$ cat src/rtl/bus_burst_arbiter.sv
// rtl/bus_burst_arbiter.sv - bus request/response bundle types and the read/write burst arbiter
// Separate round-robin grants for the read and write channels of one shared slave.

package bus_burst_arbiter_pkg;
   typedef struct packed {
      logic        arvalid;
      logic [31:0] araddr;
      logic [4:0]  rlen;
      logic        rready;
      logic        awvalid;
      logic [31:0] waddr;
      logic [4:0]  wlen;
      logic        wlast;
      logic        wvalid;
      logic [31:0] wdata;
      logic [3:0]  wstrb;
      logic        bready;
   } bus_query_req_t;

   typedef struct packed {
      logic        rready;   // slave has accepted the read address
      logic        rvalid;
      logic [31:0] rdata;
      logic        rlast;
      logic        awready;
      logic        wready;
      logic        bvalid;
      logic [1:0]  bresp;
   } bus_query_resp_t;
endpackage

module bus_burst_arbiter
   import bus_burst_arbiter_pkg::*;
#(
   parameter int N_MASTER = 2,
   parameter int IDX_W    = $clog2(N_MASTER)
) (
   input  logic             clk,
   input  logic             rst,
   input  bus_query_req_t   m_req [N_MASTER],
   output bus_query_resp_t  m_resp [N_MASTER],
   output bus_query_req_t   s_req,
   input  bus_query_resp_t  s_resp,
   output logic [IDX_W-1:0] rd_owner,
   output logic             rd_busy,
   output logic [IDX_W-1:0] wr_owner,
   output logic             wr_busy,
   output logic             burst_err
);

   typedef enum logic [1:0] {R_IDLE, R_ADDR, R_DATA} rd_state_t;
   typedef enum logic [1:0] {W_IDLE, W_ADDR, W_DATA, W_RESP} wr_state_t;

   rd_state_t        rd_state, rd_state_n;
   wr_state_t        wr_state, wr_state_n;
   logic [IDX_W-1:0] rd_ptr, rd_ptr_n, wr_ptr, wr_ptr_n;
   logic [IDX_W-1:0] rd_own_q, rd_own_n, wr_own_q, wr_own_n;
   logic [4:0]       rd_len, rd_len_n, wr_len, wr_len_n;
   logic [4:0]       rd_cnt, rd_cnt_n, wr_cnt, wr_cnt_n;
   logic             rd_err, wr_err, err_q;
   logic             rd_found, wr_found;
   logic [IDX_W-1:0] rd_pick, wr_pick;
   bus_query_req_t   rd_sel, wr_sel;

   function automatic logic [IDX_W-1:0] next_idx(input logic [IDX_W-1:0] i);
      if (int'(i) == N_MASTER - 1) return '0;
      return i + 1'b1;
   endfunction

   // Zero-length requests are treated as not requesting, so the scan skips them.
   always_comb begin
      rd_found = 1'b0;
      rd_pick  = '0;
      wr_found = 1'b0;
      wr_pick  = '0;
      for (int k = 0; k < N_MASTER; k++) begin
         int jr;
         int jw;
         jr = int'(rd_ptr) + k;
         if (jr >= N_MASTER) jr = jr - N_MASTER;
         jw = int'(wr_ptr) + k;
         if (jw >= N_MASTER) jw = jw - N_MASTER;
         if (!rd_found && m_req[jr].arvalid && m_req[jr].rlen != 5'd0) begin
            rd_found = 1'b1;
            rd_pick  = IDX_W'(jr);
         end
         if (!wr_found && m_req[jw].awvalid && m_req[jw].wlen != 5'd0) begin
            wr_found = 1'b1;
            wr_pick  = IDX_W'(jw);
         end
      end
   end

   assign rd_sel = m_req[rd_own_q];
   assign wr_sel = m_req[wr_own_q];

   always_comb begin
      rd_state_n = rd_state;
      rd_ptr_n   = rd_ptr;
      rd_own_n   = rd_own_q;
      rd_len_n   = rd_len;
      rd_cnt_n   = rd_cnt;
      rd_err     = 1'b0;
      case (rd_state)
         R_IDLE: if (rd_found) begin
            rd_own_n   = rd_pick;
            rd_len_n   = m_req[rd_pick].rlen;
            rd_cnt_n   = '0;
            rd_state_n = R_ADDR;
         end
         R_ADDR: if (s_resp.rready) rd_state_n = R_DATA;
         R_DATA: if (s_resp.rvalid && rd_sel.rready) begin
            rd_cnt_n = rd_cnt + 5'd1;
            if (rd_cnt == rd_len) rd_err = 1'b1;
            if (s_resp.rlast) begin
               if (rd_cnt + 5'd1 != rd_len) rd_err = 1'b1;
               rd_state_n = R_IDLE;
               rd_ptr_n   = next_idx(rd_own_q);
            end
         end
         default: rd_state_n = R_IDLE;
      endcase
   end

   always_comb begin
      wr_state_n = wr_state;
      wr_ptr_n   = wr_ptr;
      wr_own_n   = wr_own_q;
      wr_len_n   = wr_len;
      wr_cnt_n   = wr_cnt;
      wr_err     = 1'b0;
      case (wr_state)
         W_IDLE: if (wr_found) begin
            wr_own_n   = wr_pick;
            wr_len_n   = m_req[wr_pick].wlen;
            wr_cnt_n   = '0;
            wr_state_n = W_ADDR;
         end
         W_ADDR: if (s_resp.awready) wr_state_n = W_DATA;
         W_DATA: if (wr_sel.wvalid && s_resp.wready) begin
            wr_cnt_n = wr_cnt + 5'd1;
            if (wr_cnt == wr_len) wr_err = 1'b1;
            if (wr_sel.wlast) begin
               if (wr_cnt + 5'd1 != wr_len) wr_err = 1'b1;
               wr_state_n = W_RESP;
            end
         end
         W_RESP: if (s_resp.bvalid && wr_sel.bready) begin
            wr_state_n = W_IDLE;
            wr_ptr_n   = next_idx(wr_own_q);
         end
         default: wr_state_n = W_IDLE;
      endcase
   end

   always_ff @(posedge clk) begin
      if (rst) begin
         rd_state <= R_IDLE;
         wr_state <= W_IDLE;
         rd_ptr   <= '0;
         wr_ptr   <= '0;
         rd_own_q <= '0;
         wr_own_q <= '0;
         rd_len   <= '0;
         wr_len   <= '0;
         rd_cnt   <= '0;
         wr_cnt   <= '0;
         err_q    <= 1'b0;
      end else begin
         rd_state <= rd_state_n;
         wr_state <= wr_state_n;
         rd_ptr   <= rd_ptr_n;
         wr_ptr   <= wr_ptr_n;
         rd_own_q <= rd_own_n;
         wr_own_q <= wr_own_n;
         rd_len   <= rd_len_n;
         wr_len   <= wr_len_n;
         rd_cnt   <= rd_cnt_n;
         wr_cnt   <= wr_cnt_n;
         err_q    <= rd_err | wr_err;
      end
   end

   assign rd_busy   = (rd_state != R_IDLE);
   assign wr_busy   = (wr_state != W_IDLE);
   assign rd_owner  = rd_own_q;
   assign wr_owner  = wr_own_q;
   assign burst_err = err_q;

   always_comb begin
      s_req = '0;
      if (rd_busy) begin
         s_req.arvalid = rd_sel.arvalid;
         s_req.araddr  = rd_sel.araddr;
         s_req.rlen    = rd_sel.rlen;
         s_req.rready  = rd_sel.rready;
      end
      if (wr_busy) begin
         s_req.awvalid = wr_sel.awvalid;
         s_req.waddr   = wr_sel.waddr;
         s_req.wlen    = wr_sel.wlen;
         s_req.wlast   = wr_sel.wlast;
         s_req.wvalid  = wr_sel.wvalid;
         s_req.wdata   = wr_sel.wdata;
         s_req.wstrb   = wr_sel.wstrb;
         s_req.bready  = wr_sel.bready;
      end
   end

   always_comb begin
      for (int i = 0; i < N_MASTER; i++) begin
         m_resp[i] = '0;
         if (rd_busy && rd_own_q == IDX_W'(i)) begin
            m_resp[i].rready = s_resp.rready;
            m_resp[i].rvalid = s_resp.rvalid;
            m_resp[i].rdata  = s_resp.rdata;
            m_resp[i].rlast  = s_resp.rlast;
         end
         if (wr_busy && wr_own_q == IDX_W'(i)) begin
            m_resp[i].awready = s_resp.awready;
            m_resp[i].wready  = s_resp.wready;
            m_resp[i].bvalid  = s_resp.bvalid;
            m_resp[i].bresp   = s_resp.bresp;
         end
      end
   end

endmodule

$ cat config.mk
export PLATFORM = sky130hd
export DESIGN_NAME = bus_burst_arbiter
export DESIGN_NICKNAME = d
export VERILOG_FILES = /design/src/rtl/bus_burst_arbiter.sv
export SDC_FILE = /design/constraint.sdc
export NUM_CORES = 1
export LEC_CHECK = 0
export CAP_MARGIN = 20
export CORE_AREA = 2 2 184 186
export CTS_BUF_LIST = sky130_fd_sc_hd__clkbuf_8
export DETAILED_ROUTE_END_ITERATION = 7
export DIE_AREA = 0 0 186 188
export GPL_TIMING_DRIVEN = 1
export PLACE_DENSITY = 0.51
export SLEW_MARGIN = 20
export SYNTH_ARGS = -nofsm -noshare
export SYNTH_HDL_FRONTEND = slang
export SYNTH_SLANG_ARGS = --single-unit
$ cat constraint.sdc
create_clock -name clk -period 1.65 [get_ports clk]
set_clock_uncertainty 0.05 [all_clocks]
set_input_delay 0.33 -clock clk [delete_from_list [all_inputs] [get_ports clk]]
set_output_delay 0.33 -clock clk [all_outputs]
set_load 0.02 [all_outputs]
Yosys cells after proc, flatten, opt, wreduce, memory -nomap -nowiden
Index checks and enable logic that the tools add are counted.

Output and inout bits: 201. Memories kept: 0. Logic and storage cells: 175. Bits in latches: 0. Input port bits: 274. Memory bits (read-only): 0. Memory bits (writable): 0. Register bits: 29.

Multipliers: 0. Bitwise operators: 11. Add/subtract/negate cells: 10. Equal/unequal tests: 18. $lt $le $gt $ge: 12. Divide/modulo/power cells: 0. Reductions and logical operators: 33. Multiplexer cells: 80. Shifts and indexed selects: 0.

Operator list (count): 116-bit 2-to-1 mux (9); 77-bit 2-to-1 mux (10); 83-bit 2-to-1 mux (3); 44-bit 2-to-1 mux (3); 32-bit by 2-bit greater-or-equal comparator with 1-bit output (second input constant) (4); 32-bit 2-to-1 mux (4); 32-bit inverter (4); 35-bit 2-to-1 mux (2); 39-bit 2-to-1 mux (1); 5-bit 2-to-1 mux (6); 1-bit 2-to-1 mux (29); 5-bit one-hot mux with 2 select lines (2); 5-bit nonzero test (4); 2-bit 2-to-1 mux (9); 2-bit inequality test (second input constant) (9); 1-bit logical AND (13); 2-bit greater-or-equal comparator (second input constant) (6); 5-bit by 1-bit adder with 5-bit output (second input constant) (2); 5-bit == test (2); 5-bit inequality test (2); 3-bit AND reduction (3); 1-bit inverter with 2-bit output (4); 2-bit one-hot mux with 4 select lines (1); 2-bit nonzero test (4); 15 further kinds (28).

Longest topological paths before layout
Gate-level depths: netlist of the first run.

Depth in word-level cells: 17. Gate-level depth with buffers: 7. Mapped depth without buffers: 7.

Worst setup path after synthesis of the first run
Ideal clock, no wire load.

Path kind: register to output. Start: register wr_own_q (netlist: wr_owner). End: output port m_resp[0] in the netlist's numbering. Path slack: -0.327 ns. Data required time: 1.270 ns. Stages on the path, launching flop included: 5. Buffers on the path: 2. Data arrival time: 1.597 ns. Cell sequence: dfxtp_1 -> buf_2 -> buf_1 -> nor2b_1 -> and2_1.

RTL lines: start: declaration (line 57) `logic [IDX_W-1:0] rd_own_q, rd_own_n, wr_own_q, wr_own_n;`; start signal: assignment (line 175) `wr_own_q <= wr_own_n;`; end: declaration (line 41) `output bus_query_resp_t m_resp [N_MASTER],`.

==> out/metrics.yaml, run 1 <==
yosys:
  syn-num-nets: 841
  seq_area_frac_synth_pct: 14.4
  synthCells: 561
  synth_edf_count: 0
  synthArstFlopShare_pct: 0
  yosysTopAreaCell: "mux2i_1"
  syn_avg_cell_area_um2: 7.17
  synth-seq-cells: 29
  syn_area_mm2: 0.00402
  synth_warnings: 0
  synthTopCellsByArea: "mux2i_1 32%, dfxtp_1 14%, nor2_1 13%, and3_1 11%, clkbuf_1 2.8%"
  synth.distinct_cells: 52
  synth_flop_cell: "dfxtp_1"
  synth_top_area_share_pct: 31.6
flow_run:
  max_cap_viol_count: 0
sta:
  max-slew-margin-rel_pct: 77.1
  hold_violations: 0
  layout_setup_ws_ns: -0.289
  fin_crit_ns: 1.94
  tightest_slew_ns: 0.341
  fmax_mhz: 516
  finalCritPeriodShare_pct: 118
  finalSetupViolCount: 217
  slew_viol_final: 0
  rsz0062_at_grt: "yes"
  whs_ns: 0.383
worst_setup_path:
  critical_path.startpoint: "wr_owner"
  critPathKind: "flop to output port"
  path_depth: 6
  startpoint_type: "flop"
  crit_required_ns: 1.27
  cp_slowest_stage_delay_ns: 0.42
  endpoint_kind: "output port"
  arrival_ns: 1.56
  cp_top_family: "buffers and inverters"
  cp_num_buf_inv: 4
  worstPathMaxFanout: 7
  cp_common_cell: "buf_12"
  cp_slowest_cell: "dfxtp_4"
  r2r_start: "rd_owner"
  reg2reg_depth: 9
  path_cells: "buf_12, buf_12, mux2i_2, buf_4, nor2_4, buf_6"
cells_and_area:
  fillCellCount: 3335
  area_growth_pct: 212
  drive_gt1_share_pct: 55.4
  final_core_util_pct: 37.9
  nets: 1427
  multi_input_area_mm2: 0.00490
  stdcell_count: 1598
  ff_latch_area_um2: 596
floorplanning:
  die-area_mm2: 0.0350
  fp.dieW_um: 186
  start_util_pct: 12.2
  num_rows: 67
  core_mm2: 0.0331
  dieHeight_um: 188
  ioPinCount: 475
power:
  ir_drop_v: 0.000442
  p_leak_nw: 5.09
  power.density_mw_per_mm2: 995
  power_mw: 12.5
grt:
  grtUsageTotal_pct: 16.8
  gr-total-overflow: 0
  grt_antenna_before_repair: 5
  grt_max_degree: 31
  grt_pass1_vias: 6785
  grt_pass1_wl_mm: 43.5
min_path:
  hp-start: "m_req[157]"
  hold-path-cell-count: 3
  min_path_type: "primary input to flop"
routing:
  vias: 6581
  wire_per_inst_um: 20.0
  drtIter0Drc: 180
  detail-route-antenna-nets: 0
  routed_wl_mm: 31.9
  via_per_inst: 4.12
  first_pass_iters: 4
  drcViolationCount: 0
clock_network:
  clkTransAtPathRegs_ns: 0.06
  clkSinkCount: 29
  cts_max_path_buffers: 2
  cts_tree: "built"
  clk_latency_ns: 0.27
  cts-root-buf: "clkbuf_8"
  cts-buffers-inserted: 5
  h-tree-depth: 2
place:
  place_congestion: 0.835
  place_ws_ns: -0.756
  portBuffers: 474
  place_hpwl_mm: 25.2
  dp.cells: 1527
status:
  status: "finished with violations"
  violations: "setup timing"
per-stage QoR:
step	instance area (um2)	TNS (ns)
finish	12600	-38.21
global route	12600	-52.88
CTS	11700	-53.36
detailed placement	10500	-78.12
global placement	10500	-77.18
floorplan	4580	-4.58
logic make-up (layout without fill, tap and decap cells):
| logic type | Yosys count | count (layout) | synth area share [%] |
|---|---|---|---|
| buffers and inverters | 58 | 645 | 5.85 |
| xor gates and xnor gates | 20 | 20 | 4.35 |
| muxes | 127 | 127 | 31.6 |
| other | 0 | 2 | 0 |
| adders and majority gates | 6 | 6 | 1.87 |
| DFF | 29 | 29 | 14.4 |
| and+or+nand+nor | 265 | 265 | 31.8 |
| AOI/OAI and AO/OA | 56 | 56 | 10.1 |
registers in the layout, summed over array words and instances (netlist names):
signal / flops
burst_err: 1
rd_cnt: 5
rd_len: 5
rd_owner: 1
rd_ptr: 1
rd_state: 2
wr_cnt: 5
wr_len: 5
wr_owner: 1
wr_ptr: 1
wr_state: 2
cell usage after synthesis (2+ instances only):
cell type,count
nor2b_1,4
and3_1,71
xnor2_1,12
mux2i_1,127
o21ai_1,7
a21o_1,3
nand2b_1,2
inv_1,6
a31oi_1,2
xor2_1,8
a2bb2oi_1,2
nor3_1,3
dfxtp_1,29
a211oi_1,10
or3_1,3
a21oi_1,13
ha_1,6
buf_2,5
nor2_1,143
nand3_1,9
inv_2,2
or4_1,3
o21ai_0,3
clkbuf_1,30
o21ai_2,2
buf_1,12
nand4_1,3
and2_1,8
nand2_1,9
o21a_1,2
area by class of cell:
| cell class | count | share of cell area, % |
|---|---|---|
| clock inverter | 3 | 0.0896 |
| inverter | 9 | 0.368 |
| sequential | 29 | 4.74 |
| clock buffer | 5 | 0.548 |
| multi-input combinational | 474 | 39.0 |
| antenna | 2 | 0.0398 |
| tap | 448 | 4.46 |
| timing repair buffer | 628 | 50.7 |
worst reg2reg max path, cell delays in order (launching register included):
cell	delay, ns
dfxtp_4	0.36
buf_12	0.13
buf_12	0.13
mux2i_4	0.19
nor4bb_1	0.29
buf_4	0.22
buf_4	0.12
nand2_1	0.05
xor2_1	0.15
nor2_1	0.05
power breakdown:
group | switching [mW] | internal, mW | total (mW)
Combinational | 5.24 | 5.79 | 11.0
Clock | 0.269 | 0.281 | 0.550
Sequential | 0.111 | 0.812 | 0.923
Total | 5.62 | 6.88 | 12.5
metal layers:
| metal | vias up | GRT usage, % | share of wire [%] |
|---|---|---|---|
| met2 | 324 | 32.0 | 52 |
| met4 | 2 | 4.72 | 3.4 |
| met3 | 36 | 4.21 | 8.7 |
| li1 | 3161 | - | - |
| met5 | - | 0 | 0.041 |
| met1 | 3058 | 18.0 | 36 |
layout by cell type, fill, tap and decap left out, types with 11 or more instances in the layout:
cell type	n
and3_4	19
clkbuf_2	31
nor2_1	34
mux2i_4	59
nor2_2	58
xnor2_1	11
dfxtp_1	23
nor2_4	51
buf_4	116
buf_2	51
buf_12	37
mux2i_1	41
clkdlybuf4s50_1	258
mux2i_2	27
and3_1	52
buf_6	106
final timing paths:
kind | to | slack [ns]
setup / recovery | s_req[4] | -0.29
hold reg to reg | rd_state[0] | 0.42
setup reg to reg | rd_cnt[2] | -0.20
hold / removal | wr_len[2] | 0.38
repair_timing:
action	CTS	global route
hold buffers	0	0
gates cloned	12	3
setup endpoints to repair	227	227
pin swaps	8	45
gates resized for setup	747	418
buffers inserted	14	37
(Power assumes the default switching activity.)
==> inputs of run 2 (changes only) <==
--- a/config.mk
+++ b/config.mk
@@ -12,6 +12,7 @@
 export DIE_AREA = 0 0 186 188
 export GPL_TIMING_DRIVEN = 1
 export PLACE_DENSITY = 0.51
+export SETUP_SLACK_MARGIN = 0.1
 export SLEW_MARGIN = 20
 export SYNTH_ARGS = -nofsm -noshare
 export SYNTH_HDL_FRONTEND = slang
==> out/metrics.yaml, run 2 (synthesis results as in run 1) <==
clock_network:
  clkTransAtPathRegs_ns: 0.06  # about the same
  cts_max_path_buffers: 2  # unchanged
  h-tree-depth: 2  # unchanged
  clk_latency_ns: 0.27  # about the same
  cts-root-buf: "clkbuf_8"
  cts-buffers-inserted: 5  # unchanged
  cts_tree: "built"
  clkSinkCount: 29  # unchanged
grt:
  grt_pass1_vias: 7556  # +11%
  grt_antenna_before_repair: 7  # +2
  grt_pass1_wl_mm: 48.2  # +11%
  gr-total-overflow: 0  # unchanged
  grtUsageTotal_pct: 18.5  # +1.7 points
  grt_max_degree: 22  # -29%
worst_setup_path:
  worstPathMaxFanout: 7  # unchanged
  endpoint_kind: "output port"
  arrival_ns: 1.64  # +0.08 ns
  critPathKind: "flop to output port"
  startpoint_type: "flop"
  crit_required_ns: 1.27  # about the same
routing:
  vias: 7109  # +8.0%
  first_pass_iters: 4  # unchanged
  drcViolationCount: 0  # unchanged
  via_per_inst: 4.18  # +1.5%
  detail-route-antenna-nets: 0  # unchanged
  drtIter0Drc: 160  # -11%
  wire_per_inst_um: 20.6  # +3.1%
  routed_wl_mm: 35.0  # +9.6%
cells_and_area:
  multi_input_area_mm2: 0.00564  # +15%
  nets: 1527  # +7.0%
  area_growth_pct: 279
  final_common_cell: "buf_6"
  mostFrequentLayoutCells: "263 x buf_6, 251 x clkdlybuf4s50_1, 92 x nor2_4"
  fillCellCount: 2999  # -10%
  drive_gt1_share_pct: 65.6  # +10 points
  design_area_mm2: 0.0152  # +21%
  ff_latch_area_um2: 593  # -0.42%
status:
  status: "finished with violations"
  violations: "setup timing"
sta:
  finalSetupViolCount: 218  # +0.46%
  finalCritPeriodShare_pct: 122  # +4.9 points
  slew_viol_final: 0  # unchanged
  hold_violations: 0  # unchanged
  fmax_mhz: 495  # -4.0%
  fin_crit_ns: 2.02  # +0.0809 ns
  rsz0062_at_grt: "yes"
  tightest_slew_ns: 0.359  # +0.0172 ns
  max-slew-margin-rel_pct: 75.4  # -1.7 points
  layout_setup_ws_ns: -0.370  # -0.0809 ns
place:
  place_hpwl_mm: 25.3  # +0.30%
  place_congestion: 0.782  # -6.3%
  placed_cell_area_mm2: 0.0109  # +3.2%
  portBuffers: 474  # unchanged
power:
  p_leak_nw: 5.88  # +15%
  power_mw: 14.6  # +17%
  clock_power_share_pct: 3.8  # -0.6 points
  swShare_pct: 43.6  # -1.4 points
  pwr-share-comb_pct: 89.9  # +1.7 points
  power.density_mw_per_mm2: 958  # -3.7%
  p_seq_share_pct: 6.3  # -1.1 points
  switching_power_mw: 6.36  # +13%
  ir_drop_v: 0.000407  # -8.1%
  p_int_mw: 8.24  # +20%
floorplanning:
  start_util_pct: 12.2  # unchanged
  die-area_mm2: 0.0350  # unchanged
  fp.dieW_um: 186  # unchanged
  core_mm2: 0.0331  # unchanged
  dieHeight_um: 188  # unchanged
  ioPinCount: 475  # unchanged
  num_rows: 67  # unchanged
min_path:
  min_path_type: "primary input to flop"
flow_run:
  max_cap_viol_count: 0  # unchanged
-- run 2: cell count changes in the layout (fill, tap and decap cells not counted), moves of 17 or more --
cell,previous run,this run
and3_4,19,71
nor2_2,58,28
mux2i_4,59,78
clkbuf_2,31,0
buf_2,51,15
buf_6,106,263
buf_4,116,90
and3_1,52,0
buf_12,37,54
nor2_4,51,92
-- run 2: per-stage QoR --
| stage | util, % | worst slack, ns | hold WS, ns | TNS [ns] | std cells |
|---|---|---|---|---|---|
| finish | 46.0 | -0.370 | 0.389 | -46.69 | 1700 |
| global route | 46.0 | -0.452 | 0.420 | -58.96 | 1698 |
| CTS | 42.6 | -0.437 | 0.378 | -54.55 | 1664 |
| detailed placement | 32.8 | -0.761 | 0.457 | -80.82 | 1539 |
| global placement | 32.8 | -0.726 | 0.457 | -80.70 | 1539 |
| floorplan | - | -0.130 | 0.345 | -1.38 | 561 |
-- run 2: power groups by stage --
stage	Combinational [mW]	Clock, mW	Sequential, mW
finish	13.1	0.558	0.921
detailed placement	8.84	0	0.953
floorplan	5.09	0	0.918
global route	13.7	0.620	0.935
CTS	12.4	0.579	0.921
global placement	8.85	0	0.948
-- run 2: critical path, cell delays in order (launching register included) --
cell     delay (ns)
dfxtp_4        0.36
buf_12         0.15
buf_16         0.14
buf_12         0.14
mux2i_1        0.11
buf_4          0.16
nor2_4         0.16
buf_12         0.14
-- run 2: worst paths after layout --
check	from	to	slack [ns]	cells past startpoint
worst max-delay path	wr_owner	s_req[76]	-0.37	7
worst min-delay path	m_req[39]	wr_len[0]	0.39	3
worst max register to register	wr_owner	burst_err	-0.30	7
worst min register to register	rd_ptr	rd_ptr	0.49	2
-- run 2: layout make-up --
| cell class | instances | share of cell area, % |
|---|---|---|
| Inverter | 9 | 0.402 |
| Multi-Input combinational cell | 474 | 37.0 |
| Sequential cell | 29 | 3.89 |
| Timing Repair Buffer | 727 | 54.3 |
| Antenna cell | 4 | 0.0657 |
| Clock inverter | 3 | 0.0903 |
| Tap cell | 448 | 3.68 |
| Timing Repair inverter | 1 | 0.0739 |
| Clock buffer | 5 | 0.452 |
-- run 2: what timing repair did --
action	4_1_cts	5_1_grt
setup buffers	96	51
setup endpoints to repair	229	227
gates cloned	24	3
hold buffers	0	0
pin swaps	68	74
gates resized for setup	1263	343
-- run 2: routing by layer --
metal  global-route usage (%)  wire, um
met5                        0        23
met4                     3.45       750
met3                     4.00      2610
met2                     37.4     19400
met1                     19.2     12200
